File: src/rtl/fix_pkg.sv
`default_nettype none
// ============================================================================
// Module   : fix_pkg
// Purpose  : Shared types, constants and helpers for the FIX session TX path.
//            Optional TestRequest support: FIX_TX_TESTREQ_EN.
// Revision : 1.0
// ============================================================================
package fix_pkg;

    localparam logic [7:0] c_SOH = 8'h01;

    typedef enum logic [1:0] {
        MSG_LOGON     = 2'b00,
        MSG_HEARTBEAT = 2'b01,
        MSG_LOGOUT    = 2'b10,
        MSG_TESTREQ   = 2'b11
    } msg_type_e;

    typedef enum logic [1:0] {
        S_IDLE  = 2'd0,
        S_EMIT  = 2'd1,
        S_TRAIL = 2'd2,
        S_DONE  = 2'd3
    } fix_state_e;

    localparam logic [23:0] c_BODY_LEN_SHORT   = "033";
    localparam logic [23:0] c_BODY_LEN_LOGON   = "045";
    localparam logic [23:0] c_BODY_LEN_TESTREQ = "042";

    localparam logic [6:0] c_MSG_LEN_SHORT   = 7'd56;
    localparam logic [6:0] c_MSG_LEN_LOGON   = 7'd68;
    localparam logic [6:0] c_MSG_LEN_TESTREQ = 7'd65;

    localparam logic [6:0] c_TRAIL_LEN = 7'd8;
    localparam logic [6:0] c_TRAIL_LAST = 7'd6;
    localparam logic [6:0] c_HDR_LAST = 7'd48;

    function automatic logic [6:0] msg_len(input msg_type_e t);
        case (t)
            MSG_LOGON:   return c_MSG_LEN_LOGON;
`ifdef FIX_TX_TESTREQ_EN
            MSG_TESTREQ: return c_MSG_LEN_TESTREQ;
`endif
            default:     return c_MSG_LEN_SHORT;
        endcase
    endfunction

    function automatic logic [23:0] body_len_ascii(input msg_type_e t);
        case (t)
            MSG_LOGON:   return c_BODY_LEN_LOGON;
`ifdef FIX_TX_TESTREQ_EN
            MSG_TESTREQ: return c_BODY_LEN_TESTREQ;
`endif
            default:     return c_BODY_LEN_SHORT;
        endcase
    endfunction

    function automatic logic [7:0] type_char(input msg_type_e t);
        case (t)
            MSG_LOGON:   return "A";
            MSG_LOGOUT:  return "5";
`ifdef FIX_TX_TESTREQ_EN
            MSG_TESTREQ: return "1";
`endif
            default:     return "0";
        endcase
    endfunction

    // Checksum byte rendered as three ASCII decimal digits.
    function automatic logic [23:0] dec3(input logic [7:0] v);
        logic [7:0] h;
        logic [7:0] r;
        logic [7:0] t;
        logic [7:0] u;
        if (v >= 8'd200) begin
            h = 8'd2;
            r = v - 8'd200;
        end else if (v >= 8'd100) begin
            h = 8'd1;
            r = v - 8'd100;
        end else begin
            h = 8'd0;
            r = v;
        end
        t = r / 8'd10;
        u = r - (t * 8'd10);
        return {8'h30 + h, 8'h30 + t, 8'h30 + u};
    endfunction

endpackage
`default_nettype wire

File: src/rtl/fix_tx_bcd_seq.sv
`default_nettype none
// ============================================================================
// Module   : fix_tx_bcd_seq
// Purpose  : 8-digit BCD MsgSeqNum counter; 99999999 wraps to 00000001.
// Revision : 1.0
// ============================================================================
module fix_tx_bcd_seq (
    input  logic        clk,
    input  logic        rst,
    input  logic        inc_i,
    output logic [31:0] seq_o
);

    logic [31:0] seq_q;
    logic [31:0] seq_d;
    logic [8:0]  w_carry;

    always_comb begin
        seq_d   = seq_q;
        w_carry = 9'd1;
        for (int k = 0; k < 8; k++) begin
            if (w_carry[k]) begin
                if (seq_q[4*k +: 4] == 4'd9) begin
                    seq_d[4*k +: 4] = 4'd0;
                    w_carry[k+1]    = 1'b1;
                end else begin
                    seq_d[4*k +: 4] = seq_q[4*k +: 4] + 4'd1;
                end
            end
        end
        // Zero is not a legal MsgSeqNum, so overflow restarts at one.
        if (w_carry[8]) begin
            seq_d = 32'h0000_0001;
        end
    end

    always_ff @(posedge clk or posedge rst) begin
        if (rst) begin
            seq_q <= 32'h0000_0001;
        end else if (inc_i) begin
            seq_q <= seq_d;
        end
    end

    assign seq_o = seq_q;

endmodule
`default_nettype wire

File: src/rtl/fix_msg_tx.sv
`default_nettype none
// ============================================================================
// Module   : fix_msg_tx
// Purpose  : Serialises Logon/Heartbeat/Logout (and TestRequest when
//            FIX_TX_TESTREQ_EN is defined) FIX 4.2 messages one byte per beat.
// Revision : 1.0
// ============================================================================
module fix_msg_tx #(
    parameter logic [31:0] SENDER_ID = 32'h46495831,
    parameter logic [31:0] TARGET_ID = 32'h45584348,
    parameter logic [15:0] HB_INT    = 16'h3330
) (
    input  logic        clk,
    input  logic        rst,
    input  logic        send_i,
    input  logic [1:0]  msg_type_i,
    input  logic        ready_i,
    output logic [7:0]  message_o,
    output logic        send_message_valid_o,
    output logic        busy_o,
    output logic        done_o,
    output logic [31:0] seq_num_o
);
    import fix_pkg::*;

    fix_state_e  state_q, state_d;
    msg_type_e   type_q, type_d;
    logic [6:0]  idx_q, idx_d;
    logic [7:0]  csum_q, csum_d;
    logic [7:0]  ccc_q, ccc_d;
    logic        valid_q, valid_d;
    logic        done_q, done_d;
    logic [7:0]  byte_q;

    logic        w_acc;
    logic        w_load;
    logic        w_inc;
    logic [6:0]  w_body_last;
    msg_type_e   w_req_type;
    logic [7:0]  w_byte;
    logic [31:0] w_seq;

    fix_tx_bcd_seq u_seq (
        .clk   (clk),
        .rst   (rst),
        .inc_i (w_inc),
        .seq_o (w_seq)
    );

`ifdef FIX_TX_TESTREQ_EN
    assign w_req_type = msg_type_e'(msg_type_i);
`else
    assign w_req_type = (msg_type_i == 2'b11) ? MSG_HEARTBEAT : msg_type_e'(msg_type_i);
`endif

    assign w_acc       = valid_q & ready_i;
    assign w_body_last = msg_len(type_q) - c_TRAIL_LEN;
    assign w_inc       = (state_q == S_DONE);

    function automatic logic [7:0] sel_byte(input fix_state_e st, input logic [6:0] i,
                                            input msg_type_e t, input logic [7:0] cs,
                                            input logic [31:0] seq);
        logic [23:0] bl;
        logic [23:0] ccc;
        logic [7:0]  b;
        bl  = body_len_ascii(t);
        ccc = dec3(cs);
        b   = c_SOH;
        if (st == S_TRAIL) begin
            case (i)
                7'd0:    b = "1";
                7'd1:    b = "0";
                7'd2:    b = "=";
                7'd3:    b = ccc[23:16];
                7'd4:    b = ccc[15:8];
                7'd5:    b = ccc[7:0];
                default: b = c_SOH;
            endcase
        end else if (i <= c_HDR_LAST) begin
            case (i)
                7'd0:  b = "8";
                7'd1:  b = "=";
                7'd2:  b = "F";
                7'd3:  b = "I";
                7'd4:  b = "X";
                7'd5:  b = ".";
                7'd6:  b = "4";
                7'd7:  b = ".";
                7'd8:  b = "2";
                7'd10: b = "9";
                7'd11: b = "=";
                7'd12: b = bl[23:16];
                7'd13: b = bl[15:8];
                7'd14: b = bl[7:0];
                7'd16: b = "3";
                7'd17: b = "5";
                7'd18: b = "=";
                7'd19: b = type_char(t);
                7'd21: b = "3";
                7'd22: b = "4";
                7'd23: b = "=";
                7'd33: b = "4";
                7'd34: b = "9";
                7'd35: b = "=";
                7'd41: b = "5";
                7'd42: b = "6";
                7'd43: b = "=";
                default: begin
                    // Field values are laid out on aligned offsets so the low index bits pick the digit/char.
                    if (i inside {[7'd24:7'd31]})      b = {4'h3, seq[{~i[2:0], 2'b00} +: 4]};
                    else if (i inside {[7'd36:7'd39]}) b = SENDER_ID[{~i[1:0], 3'b000} +: 8];
                    else if (i inside {[7'd44:7'd47]}) b = TARGET_ID[{~i[1:0], 3'b000} +: 8];
                    else                               b = c_SOH;
                end
            endcase
        end else begin
            case (t)
                MSG_LOGON: begin
                    case (i)
                        7'd49:   b = "9";
                        7'd50:   b = "8";
                        7'd51:   b = "=";
                        7'd52:   b = "0";
                        7'd54:   b = "1";
                        7'd55:   b = "0";
                        7'd56:   b = "8";
                        7'd57:   b = "=";
                        7'd58:   b = HB_INT[15:8];
                        7'd59:   b = HB_INT[7:0];
                        default: b = c_SOH;
                    endcase
                end
`ifdef FIX_TX_TESTREQ_EN
                MSG_TESTREQ: begin
                    case (i)
                        7'd49:   b = "1";
                        7'd50:   b = "1";
                        7'd51:   b = "2";
                        7'd52:   b = "=";
                        7'd53:   b = "T";
                        7'd54:   b = "E";
                        7'd55:   b = "S";
                        7'd56:   b = "T";
                        default: b = c_SOH;
                    endcase
                end
`endif
                default: b = c_SOH;
            endcase
        end
        return b;
    endfunction

    always_comb begin
        state_d = state_q;
        type_d  = type_q;
        idx_d   = idx_q;
        csum_d  = csum_q;
        ccc_d   = ccc_q;
        valid_d = valid_q;
        done_d  = 1'b0;
        w_load  = 1'b0;
        case (state_q)
            S_IDLE: begin
                if (send_i) begin
                    state_d = S_EMIT;
                    type_d  = w_req_type;
                    idx_d   = 7'd0;
                    csum_d  = 8'd0;
                    valid_d = 1'b1;
                    w_load  = 1'b1;
                end
            end
            S_EMIT: begin
                if (w_acc) begin
                    csum_d = csum_q + byte_q;
                    w_load = 1'b1;
                    if (idx_q == w_body_last) begin
                        state_d = S_TRAIL;
                        idx_d   = 7'd0;
                        ccc_d   = csum_d;
                    end else begin
                        idx_d = idx_q + 7'd1;
                    end
                end
            end
            S_TRAIL: begin
                if (w_acc) begin
                    if (idx_q == c_TRAIL_LAST) begin
                        state_d = S_DONE;
                        valid_d = 1'b0;
                        done_d  = 1'b1;
                    end else begin
                        idx_d  = idx_q + 7'd1;
                        w_load = 1'b1;
                    end
                end
            end
            S_DONE: begin
                state_d = S_IDLE;
            end
            default: begin
                state_d = S_IDLE;
                valid_d = 1'b0;
            end
        endcase
    end

    // The byte for the next beat is looked up from the post-handshake position.
    always_comb begin
        w_byte = sel_byte(state_d, idx_d, type_d, ccc_d, w_seq);
    end

    always_ff @(posedge clk or posedge rst) begin
        if (rst) begin
            state_q <= S_IDLE;
            type_q  <= MSG_HEARTBEAT;
            idx_q   <= 7'd0;
            csum_q  <= 8'd0;
            ccc_q   <= 8'd0;
            valid_q <= 1'b0;
            done_q  <= 1'b0;
            byte_q  <= 8'h00;
        end else begin
            state_q <= state_d;
            type_q  <= type_d;
            idx_q   <= idx_d;
            csum_q  <= csum_d;
            ccc_q   <= ccc_d;
            valid_q <= valid_d;
            done_q  <= done_d;
            if (w_load) begin
                byte_q <= w_byte;
            end else if (done_d) begin
                byte_q <= 8'h00;
            end
        end
    end

    assign message_o            = byte_q;
    assign send_message_valid_o = valid_q;
    assign busy_o               = valid_q;
    assign done_o               = done_q;
    assign seq_num_o            = w_seq;

endmodule
`default_nettype wire

File: config.mk
export PLATFORM = sky130hd
export DESIGN_NAME = fix_msg_tx
export DESIGN_NICKNAME = d
export VERILOG_FILES = /design/src/rtl/fix_pkg.sv /design/src/rtl/fix_tx_bcd_seq.sv /design/src/rtl/fix_msg_tx.sv
export SDC_FILE = /design/constraint.sdc
export NUM_CORES = 1
export LEC_CHECK = 0
export ABC_AREA = 1
export BUFFER_PORTS_ARGS = -buffer_cell sky130_fd_sc_hd__buf_2
export CAP_MARGIN = 10
export CORE_UTILIZATION = 40
export CTS_BUF_LIST = sky130_fd_sc_hd__clkbuf_16
export DETAILED_ROUTE_END_ITERATION = 8
export PLACE_DENSITY_LB_ADDON = 0.3
export SYNTH_ARGS = -nofsm -noshare
export SYNTH_HDL_FRONTEND = slang
export SYNTH_HIERARCHICAL = 1
export SYNTH_SLANG_ARGS = --single-unit
File: constraint.sdc
create_clock -name clk -period 6.2 [get_ports clk]
set_input_delay 0.62 -clock clk [delete_from_list [all_inputs] [get_ports clk]]
set_output_delay 0.62 -clock clk [all_outputs]
set_load 0.01 [all_outputs]
## Word-level counts from Yosys, hierarchy flattened

Cells that the tools add are included.
W data, S select, Z words.

- Word-level logic and storage cells: 223
- Input bits: 6
- Flip-flop bits (word level): 69

- Shift operators: 3
- Order comparisons: 9
- Equality and inequality tests: 56
- Multiplexer cells: 82
- Reduce and logical (&&, ||, !) cells: 35
- Divide/modulo/power cells: 1
- Bitwise logic cells: 3
- $mul: 1
- Add/subtract/negate cells: 17

Operator list:

| kind | number |
|---|---|
| $pmux W8 S16 | 1 |
| $mux W8 | 15 |
| $eq A7 B6 Y1 const B | 16 |
| $shiftx A32 B6 Y8 const A | 2 |
| $mux W4 | 15 |
| $eq A7 B5 Y1 const B | 7 |
| $pmux W8 S6 | 1 |
| $eq A7 B4 Y1 const B | 6 |
| $mux W7 | 6 |
| $pmux W6 S6 | 1 |
| $eq A7 B3 Y1 const B | 5 |
| $add A4 B1 Y4 const B | 8 |
| $eq A4 B4 Y1 const B | 8 |
| $mux W32 | 1 |
| $shiftx A32 B6 Y4 | 1 |
| $mux W1 | 26 |
| $add A6 B8 Y8 const A | 3 |
| $le A7 B6 Y1 const B | 3 |
| $pmux W7 S3 | 1 |
| $reduce_bool A2 Y1 | 10 |
| $mux W2 | 9 |
| $pmux W8 S2 | 1 |
| $eq A7 B2 Y1 const B | 2 |
| $ge A7 B6 Y1 const B | 2 |
| other kinds (34) | 57 |

## Depth between registers and ports, before layout

Gate-level depths: netlist of run 1.

- Word-level depth: 17
- Mapped depth: 46
- Depth with buffers taken out: 46

## Cells and area by module

The synthesis of run 1 kept the hierarchy.

Modules (own cells, without submodules):

| module | times used | cells each | area an instance (sq um) |
|---|---|---|---|
| fix_msg_tx | 1 | 707 | 4603.2 |
| fix_tx_bcd_seq | 1 | 217 | 1935.6 |

## Least setup slack after synthesis of run 1

OpenSTA, ideal clock, no wires.

- Path type: register to register
- Start point: register byte_q[0], in the netlist message_o[0]
- End point: register byte_q[6], in the netlist message_o[6]
- Clock period less this slack: 5.405 ns
- Data arrival time: 5.284 ns
- Cell stages (with the launch flop): 42
- Slack: 0.795 ns
- Required time: 6.079 ns
- Setup time: 0.121 ns
- Cell sequence: dfrtp_1 -> ha_1 -> inv_1 -> fa_1 -> xor2_1 -> nor2_1 -> nand3_1 -> nand2_1 -> inv_1 -> ha_1 -> inv_1 -> nor2_2 -> nand2_1 -> nand2_4 -> nand2_4 -> nand2_1 -> nand2_1 -> nand2_1 -> (+6 left out) -> nand3_1 -> nand2_4 -> nand2_4 -> nand2_2 -> nand2_1 -> nand2_2 -> ha_1 -> ha_1 -> inv_1 -> fa_1 -> or2_2 -> nand2_1 -> ha_1 -> a21oi_1 -> xnor2_1 -> a22oi_1 -> o21ai_0 -> a22o_1

- Cells in the longest elaborated chain, start to end: 14

Ends and longest elaborated chain:

| item | line | source |
|---|---|---|
| from (decl) | fix_msg_tx.sv:33 | `logic [7:0] byte_q;` |
| from (signal assigned) | fix_msg_tx.sv:233 | `byte_q <= w_byte;` |
| $add A8 B8 Y8 * | fix_msg_tx.sv:176 | `csum_d = csum_q + byte_q;` |
| $mux W8 * | fix_msg_tx.sv:178 | `if (idx_q == w_body_last) begin` |
| $mux W8 * | fix_msg_tx.sv:175 | `if (w_acc) begin` |
| $mux W8 * | fix_msg_tx.sv:163 | `case (state_q)` |
| net ccc_d[2] | fix_msg_tx.sv:30 | `logic [7:0] ccc_q, ccc_d;` |
| $sub A8 B7 Y8 or $ge A8 B7 Y1 (tied branches) | fix_pkg.sv:80, fix_pkg.sv:78 |  |
| $mux W8 | fix_pkg.sv:78 | `end else if (v >= 8'd100) begin` |
| $mux W8 | fix_pkg.sv:75 | `if (v >= 8'd200) begin` |
| $div A8 B4 Y8 | fix_pkg.sv:85 | `t = r / 8'd10;` |
| $mul A8 B3 Y7 | fix_pkg.sv:86 | `u = r - (t * 8'd10);` |
| $sub A8 B8 Y8 | fix_pkg.sv:86 |  |
| $add A6 B8 Y8 | fix_pkg.sv:87 | `return {8'h30 + h, 8'h30 + t, 8'h30 + u};` |
| $pmux W8 S6 * | fix_msg_tx.sv:70 | `case (i)` |
| $mux W8 * | fix_msg_tx.sv:69 | `if (st == S_TRAIL) begin` |
| $mux W8 * | fix_msg_tx.sv:232 | `if (w_load) begin` |

Mark *: on every way through the listed nets, which the timed path passes. The rest lies on a longest branch.
A chain may end at the register's enable or synchronous reset.

## Worst setup path after layout of run 1

Ends and elaborated chain as after synthesis.

==> key figures, run 1 <==
Critical path
  – WS Path Type: reg2reg
  – CP max stage delay: just over 400 ps
  – Biggest fanout along the worst timing path: 8
  – Crit-path slowest cell: fa_1
  – Worst setup startpoint: message_o[0]$_DFFE_PP0P_
  – R2R Path Start: message_o[0]$_DFFE_PP0P_
  – CP required: ~6400 ps
  – R2R cell count: 37
  – Critical Path Source Type: flip-flop
  – Endpoint class of the critical path: flip-flop
  – Crit path DAT: roughly 6000 ps

STA
  – Setup TNS: 0 ps
  – Slew HR: a little under half
  – Final worst-path cycle share: 93.5%
  – # setup viols final: 0
  – Final slew viol count: 0
  – Unrepaired setup endpoints after global routing: no
  – Clock Skew: ~7.0 ps
  – Crit path time final: 5800 ps
  – Final hold violations: 0
  – Highest clock rate: 172 MHz
  – Final hold slack: roughly 370 ps
  – Slew @ Worst Pin: 793 ps

Routing
  – # DRC: 0
  – Met3 wire len: about 750 µm
  – Drt pass-1 iters: 5
  – Routed wire per std cell: roughly 14 µm
  – Final ANT Viol Nets: 0
  – Routed wl met2: approximately 7800 µm
  – Initial detailed-routing violation count: 330
  – Vias/cell: 5.16
  – DRT Wirelength: between 15,000 and 20,000 µm
  – Top Layer Used: met4
  – Vias: ~6,200
  – DRT met1 WL: 7800 µm

Yosys
  – Top cells by instance count after synthesis: nand2_1, inv_1, nand3_1, nor2_1, dfrtp_1
  – Post-synthesis cell type count: 64
  – Mapped Area: between 6000 and 7000 µm²
  – Yosys top cell area share: about 26%
  – Simple-gate share of the synthesized area: between 30% and 40%
  – Top post-synthesis cells by area: dfrtp_1, nand2_1, ha_1
  – Post-synthesis sequential area ratio: about a quarter
  – Post-synth ARST share: between 90% and 100%
  – Mapped Cells: 924
  – Synth Flop Type: dfrtp_1
  – Post-Synth Adder-Cell Area: between 10% and 20%
  – Post-synth top area cell: dfrtp_1
  – Yosys warnings: 6
  – Mux cell area share after synthesis: less than 1%
  – FF+latch count, synth: just under 70
  – Mapped Avg Cell Area: approximately 7.1 µm²
  – EDFF count, synth: 0
  – Xor/xnor cell area share of the yosys netlist: just under 3%
  – Main combinational cell family by area after synthesis: simple AND/OR/NAND/NOR gates
  – Most frequent cell after synthesis: nand2_1
  – Net Count, Synth: approximately 1,000
  – Compound-Gate Fraction of Synth Area: approximately an eighth

Global route
  – First-pass GRT wire length: approximately 28,000 µm
  – Initial antenna violation count: 0
  – Vias in the first global route: slightly below 6,000
  – Global-route usage over all layers: between 20% and 30%
  – Largest net degree at the start of global routing: 38
  – Congestion Overflow GR: 0

Layout
  – Fillers: 1,607
  – Share of post-route cells with drive strength above 1: 18.1%
  – Ant diodes: 0
  – Register area: 1730 µm²
  – Nets@finish: between 1,000 and 1,500
  – Area of the multi-input gates: 4270 µm²
  – Area delta synth->final: 13.7%

Status
  – Outcome: complete, no violations

Clocking
  – H-tree levels: 3
  – Skew-Pair Late Insertion Delay: ~350 ps
  – Clk buf depth: 2
  – CTS root buf: clkbuf_16
  – CTS clock-pin slew for the worst setup and hold paths: approximately 60 ps
  – CTS Hold Bufs: 0
  – CTS tree: done
  – Clock sink count: 69
  – TritonCTS buffer count: 9

Power
  – Leak Pwr: about 3.8 nW
  – VDD IR max: approximately 0.22 mV
  – Pint: around 1.3 mW
  – Comb power frac: 51.4%
  – Clock share of power: around a quarter
  – Pwr/cell area: roughly 320 nW/µm²
  – Design Power: between 2 and 2.5 mW
  – Sequential Power Share: 24.9%
  – P_sw: roughly 1.1 mW
  – Sw frac: 45.7%

Placed design
  – Dpl hpwl: between 10,000 and 15,000 µm
  – IO buf count: 48
  – GPL Wtd Cong: around 0.94

Floorplan
  – Die X: 130 µm
  – Ports: just under 50
  – Rows: 46
  – Core area: between 15,000 and 20,000 µm²
  – Initial Util: around two fifths
  – Area of the die: about 17,000 µm²
  – DIE HEIGHT: 130 µm

Job
  – Max Cap Viol: 0

Min path
  – Path category of the worst min-delay check: in2async
-- metal layers --
metal,GRT usage [%],vias up
met4,7.18,0
met1,27.4,2863
met2,35.2,152
met5,0,-
li1,-,3174
met3,3.53,25
-- stage by stage --
step                cell area (µm²)  util, %  std cells  worst slack (ps)
detailed placement             7050     44.2       1186               224
finish                         7430     46.6       1204               401
global placement               7050     44.2       1186               361
global route                   7430     46.6       1204              3.22
CTS                            7370     46.2       1202               198
floorplan                      6540        -        924               795
-- power by group through the flow --
stage / sequential [mW] / clock (mW) / combinational, mW
after floorplan: 0.581 / 0 / 0.885
after global placement: 0.588 / 0 / 1.17
after detailed placement: 0.590 / 0 / 1.17
after CTS: 0.582 / 0.565 / 1.18
after global routing: 0.592 / 0.582 / 1.36
final: 0.583 / 0.554 / 1.21
-- flip-flops by register name (all words and copies together) (netlist names) --
signal,cells
type_q,2
message_o,8
u_seq/seq_o,32
state_q,2
busy_o,1
csum_q,8
idx_q,7
done_o,1
ccc_q,8
-- final timing paths --
kind / to / slack [ps]
setup / recovery: message_o[6]$_DFFE_PP0P_ / 400
hold / removal: u_seq/seq_o[3]$_DFFE_PP0P_ / 370
hold reg to reg: ccc_q[2]$_DFF_PP0_ / 490
max in group asynchronous: type_q[0]$_DFF_PP1_ / 5460
min in group clk: ccc_q[2]$_DFF_PP0_ / 490
setup reg to reg: message_o[6]$_DFFE_PP0P_ / 400
-- timing repair --
action,in CTS,in global routing
setup endpoints to repair,0,3
setup buffers,0,2
resized for setup,0,14
-- placed cells by master (no fill, tap or decap), drive strengths merged, types with 11 or more instances in the layout --
| master | n |
|---|---|
| nand4 | 19 |
| or2 | 11 |
| nor2 | 88 |
| nand3 | 97 |
| buf | 55 |
| nor3 | 17 |
| inv | 143 |
| a21oi | 34 |
| xor2 | 18 |
| dfrtp | 67 |
| nand2 | 245 |
| o21ai | 52 |
| ha | 51 |
-- cell families (layout without fill, tap and decap cells) --
group           Yosys count  in the layout
compound gates          135            135
buf+inv                 153            217
xor+xnor                 22             22
flops                    69             69
simple gates            488            488
mux                       3              3
fa+ha+maj                54             54
-- cell type report --
class | instances | share of cell area, %
clock buffers | 9 | 3.03
clock inverters | 7 | 1.23
inverters | 146 | 7.47
multi-input cells | 702 | 57.4
flip-flops and latches | 69 | 23.3
well taps | 216 | 3.64
repair buffers | 55 | 3.94
-- critical path, delay by kind of cell (launching register included) --
family                     cells  cell delay, ps
xor gates and xnor gates       2             250
AOI/OAI and AO/OA              5             910
buffers and inverters          5             300
DFF                            1             390
and+or+nand+nor               18            2040
adders and majority gates      7            1790
(Power assumes the default switching activity.)
==> run 2, diff against run 1 <==
Settings changed: CAP_MARGIN 10 to 20, SYNTH_HIERARCHICAL 1 to not set.
==> key figures, run 2 <==
Yosys
  – Post-synthesis cell type count: 54 (-16%)
  – EDFF count, synth: 0 (unchanged)
  – Post-synth ARST share: 100% (unchanged)
  – FF+latch count, synth: 69 (unchanged)
  – Top cells by instance count after synthesis: nand2_1, inv_1, nor2_1, nand3_1, o21ai_0
  – Synth Flop Type: dfrtp_1
  – Post-synthesis sequential area ratio: 28.4% (+1.9 points)
  – Yosys top cell area share: 27.5% (+1.9 points)
  – Mapped Cells: 906 (-1.9%)
  – Mapped Area: 6100 µm² (-6.7%)
  – Mapped Avg Cell Area: 6.73 µm² (-4.9%)
  – Top post-synthesis cells by area: dfrtp_1, nand2_1, inv_1
  – Post-synth top area cell: dfrtp_1
  – Most frequent cell after synthesis: nand2_1
  – Yosys warnings: 0 (-6)
  – Net Count, Synth: 950 (-3.5%)

Routing
  – Final ANT Viol Nets: 0 (unchanged)
  – Vias: 6,149 (-1.0%)
  – # DRC: 6 (+6)
  – Drt pass-1 iters: 7 (+2)
  – Routed wire per std cell: 14.0 µm (+1.6%)
  – Vias/cell: 5.30 (+2.7%)
  – DRT Wirelength: 16,200 µm (-2.1%)
  – Initial detailed-routing violation count: 383 (+16%)

STA
  – Slew HR: 41.2% (-5.9 points)
  – Setup WS post-layout: 405 ps (+4.57 ps)
  – # setup viols final: 0 (unchanged)
  – Crit path time final: 5790 ps (-4.57 ps)
  – Final slew viol count: 0 (unchanged)
  – Highest clock rate: 173 MHz (about the same)
  – Setup TNS: 0 ps (unchanged)
  – Final hold violations: 0 (unchanged)
  – Final hold slack: 495 ps (+130 ps)
  – Clock Skew: 7.67 ps (+0.700 ps)
  – Slew @ Worst Pin: 881 ps (+88.8 ps)
  – Final worst-path cycle share: 93.5% (about the same)

Global route
  – Vias in the first global route: 5,667 (-4.5%)
  – Largest net degree at the start of global routing: 70 (+84%)
  – Global-route usage over all layers: 20.9% (-0.090 points)
  – First-pass GRT wire length: 26,700 µm (-4.3%)
  – Congestion Overflow GR: 0 (unchanged)
  – Initial antenna violation count: 0 (unchanged)

Layout
  – Max reg flops: 32 (unchanged)
  – Share of post-route cells with drive strength above 1: 15.8% (-2.3 points)
  – Register area: 1730 µm² (unchanged)
  – Fin util: 47.9% (+1.2 points)
  – Area delta synth->final: 15.3%
  – Fillers: 1,509 (-6.1%)
  – Ant diodes: 0 (unchanged)
  – Most common cell after layout, fill and taps aside: nand2_1
  – Commonest cells after routing, fill and taps aside: nand2_1, inv_1, nor2_1, nand3_1
  – Area of the multi-input gates: 3820 µm² (-10%)
  – Nets@finish: 1,015 (-2.7%)

Critical path
  – R2R cell count: 46 (+24%)
  – Reg2reg end: message_o[6]$_DFFE_PP0P_
  – Biggest fanout along the worst timing path: 6 (-2)
  – Crit path buffers/inverters: 7 (+2)
  – Most Frequent Cell on Critical Path: nand2_1
  – Endpoint class of the critical path: flip-flop
  – Crit path DAT: 6080 ps (+50 ps)
  – R2R setup slack: 410 ps (about the same)
  – Critical Path Source Type: flip-flop
  – WS Path Type: reg2reg
  – Crit path max-delay family: simple AND/OR/NAND/NOR gates
  – CP required: 6480 ps (+50 ps)
  – Crit-path slowest cell: fa_1
  – R2R Path Start: message_o[0]$_DFFE_PP0P_
  – CP max stage delay: 420 ps (about the same)

Floorplan
  – Core area: 14,700 µm² (-7.8%)
  – Die X: 125 µm (-3.4%)
  – Rows: 44 (-4.3%)
  – Area of the die: 15,700 µm² (-6.6%)
  – DIE HEIGHT: 125 µm (-3.4%)
  – Ports: 49 (unchanged)
  – Initial Util: 41.5% (+0.47 points)

Status
  – Outcome: finished, violations left
  – Violated checks: DRC

Min path
  – Hold Path Origin: ccc_q[2]$_DFF_PP0_
  – Path category of the worst min-delay check: reg2reg
  – Min-Delay Path Depth: 2
  – Worst Hold End: ccc_q[2]$_DFF_PP0_

Power
  – Leak Pwr: 3.54 nW (-7.2%)
  – VDD IR max: 0.254 mV (+16%)
  – Design Power: 4.18 mW (+79%)
  – Pwr/cell area: 594 nW/µm² (+89%)

Placed design
  – GPL Wtd Cong: 0.944 (+0.23%)
  – IO buf count: 48 (unchanged)
  – Dpl hpwl: 12,400 µm (-4.6%)
  – Dpl ws: 114 ps (-110 ps)

Clocking
  – Clock sink count: 69 (unchanged)
  – H-tree levels: 3 (unchanged)
  – Clk buf depth: 2 (unchanged)
  – TritonCTS buffer count: 9 (unchanged)
  – CTS Hold Bufs: 0 (unchanged)
  – CTS root buf: clkbuf_16
  – CTS tree: done
  – Skew-Pair Late Insertion Delay: 350 ps (about the same)
  – CTS clock-pin slew for the worst setup and hold paths: 50 ps (about the same)

Job
  – Max Cap Viol: 0 (unchanged)
## run 2: final cells by class
type	instances	area share [%]
multi-input combinational	672	54.4
tap	184	3.27
timing repair buffer	62	4.91
sequential	69	24.6
clock inverter	7	1.30
inverter	157	8.38
clock buffer	9	3.20
## run 2: routing by layer
metal | up-vias | share of wire (%) | track usage, %
li1 | 3121 | - | -
met1 | 2832 | 48 | 28.5
met2 | 171 | 45 | 33.6
met3 | 25 | 5.2 | 3.72
met4 | 0 | 1.7 | 6.67
met5 | - | 0 | 0
## run 2: worst max path at each step
stage / start / to / slack (ps) / cells after the start
detailed placement: ready_i / message_o[7]$_DFFE_PP0P_ / 110 / 42
floorplan: message_o[0]$_DFFE_PP0P_ / message_o[7]$_DFFE_PP0P_ / 640 / 46
CTS: message_o[0]$_DFFE_PP0P_ / message_o[7]$_DFFE_PP0P_ / 120 / 44
finish: message_o[0]$_DFFE_PP0P_ / message_o[6]$_DFFE_PP0P_ / 410 / 46
global route: idx_q[0]$_DFF_PP0_ / message_o[7]$_DFFE_PP0P_ / -50 / 45
global placement: ready_i / message_o[7]$_DFFE_PP0P_ / 230 / 42
## run 2: where the power goes
part	switching [mW]	leakage [nW]	internal, mW
Sequential	0.0762	0.917	0.550
Combinational	1.95	2.48	1.05
Clock	0.205	0.149	0.350
## run 2: cell families (layout without fill, tap and decap cells)
| logic type | after synthesis | count (layout) | synth area share [%] |
|---|---|---|---|
| flops | 69 | 69 | 28.4 |
| compound gates | 181 | 181 | 17.4 |
| fa+ha+maj | 38 | 38 | 8.17 |
| simple gates | 432 | 432 | 32.6 |
| xor+xnor | 21 | 21 | 3.02 |
| buf+inv | 165 | 235 | 10.4 |
## run 2: worst register-to-register path: cells and delay by family, from the launching register on
kind,cells,cell delay [ps]
AOI/OAI and AO/OA,3,420
buffers and inverters,7,410
adders and majority gates,7,1730
DFF,1,400
xor gates and xnor gates,2,280
and+or+nand+nor,27,2480
## run 2: metrics by stage
step / cell area [µm²] / std cells
after global placement: 6570 / 1136
final: 7030 / 1160
after detailed placement: 6570 / 1136
after floorplan: 6100 / 906
after global routing: 7030 / 1160
after CTS: 6890 / 1152
## run 2: repair_timing
action | in CTS | in global routing
endpoints found under the setup margin | 0 | 3
setup buffers | 0 | 8
gates resized for setup | 0 | 23
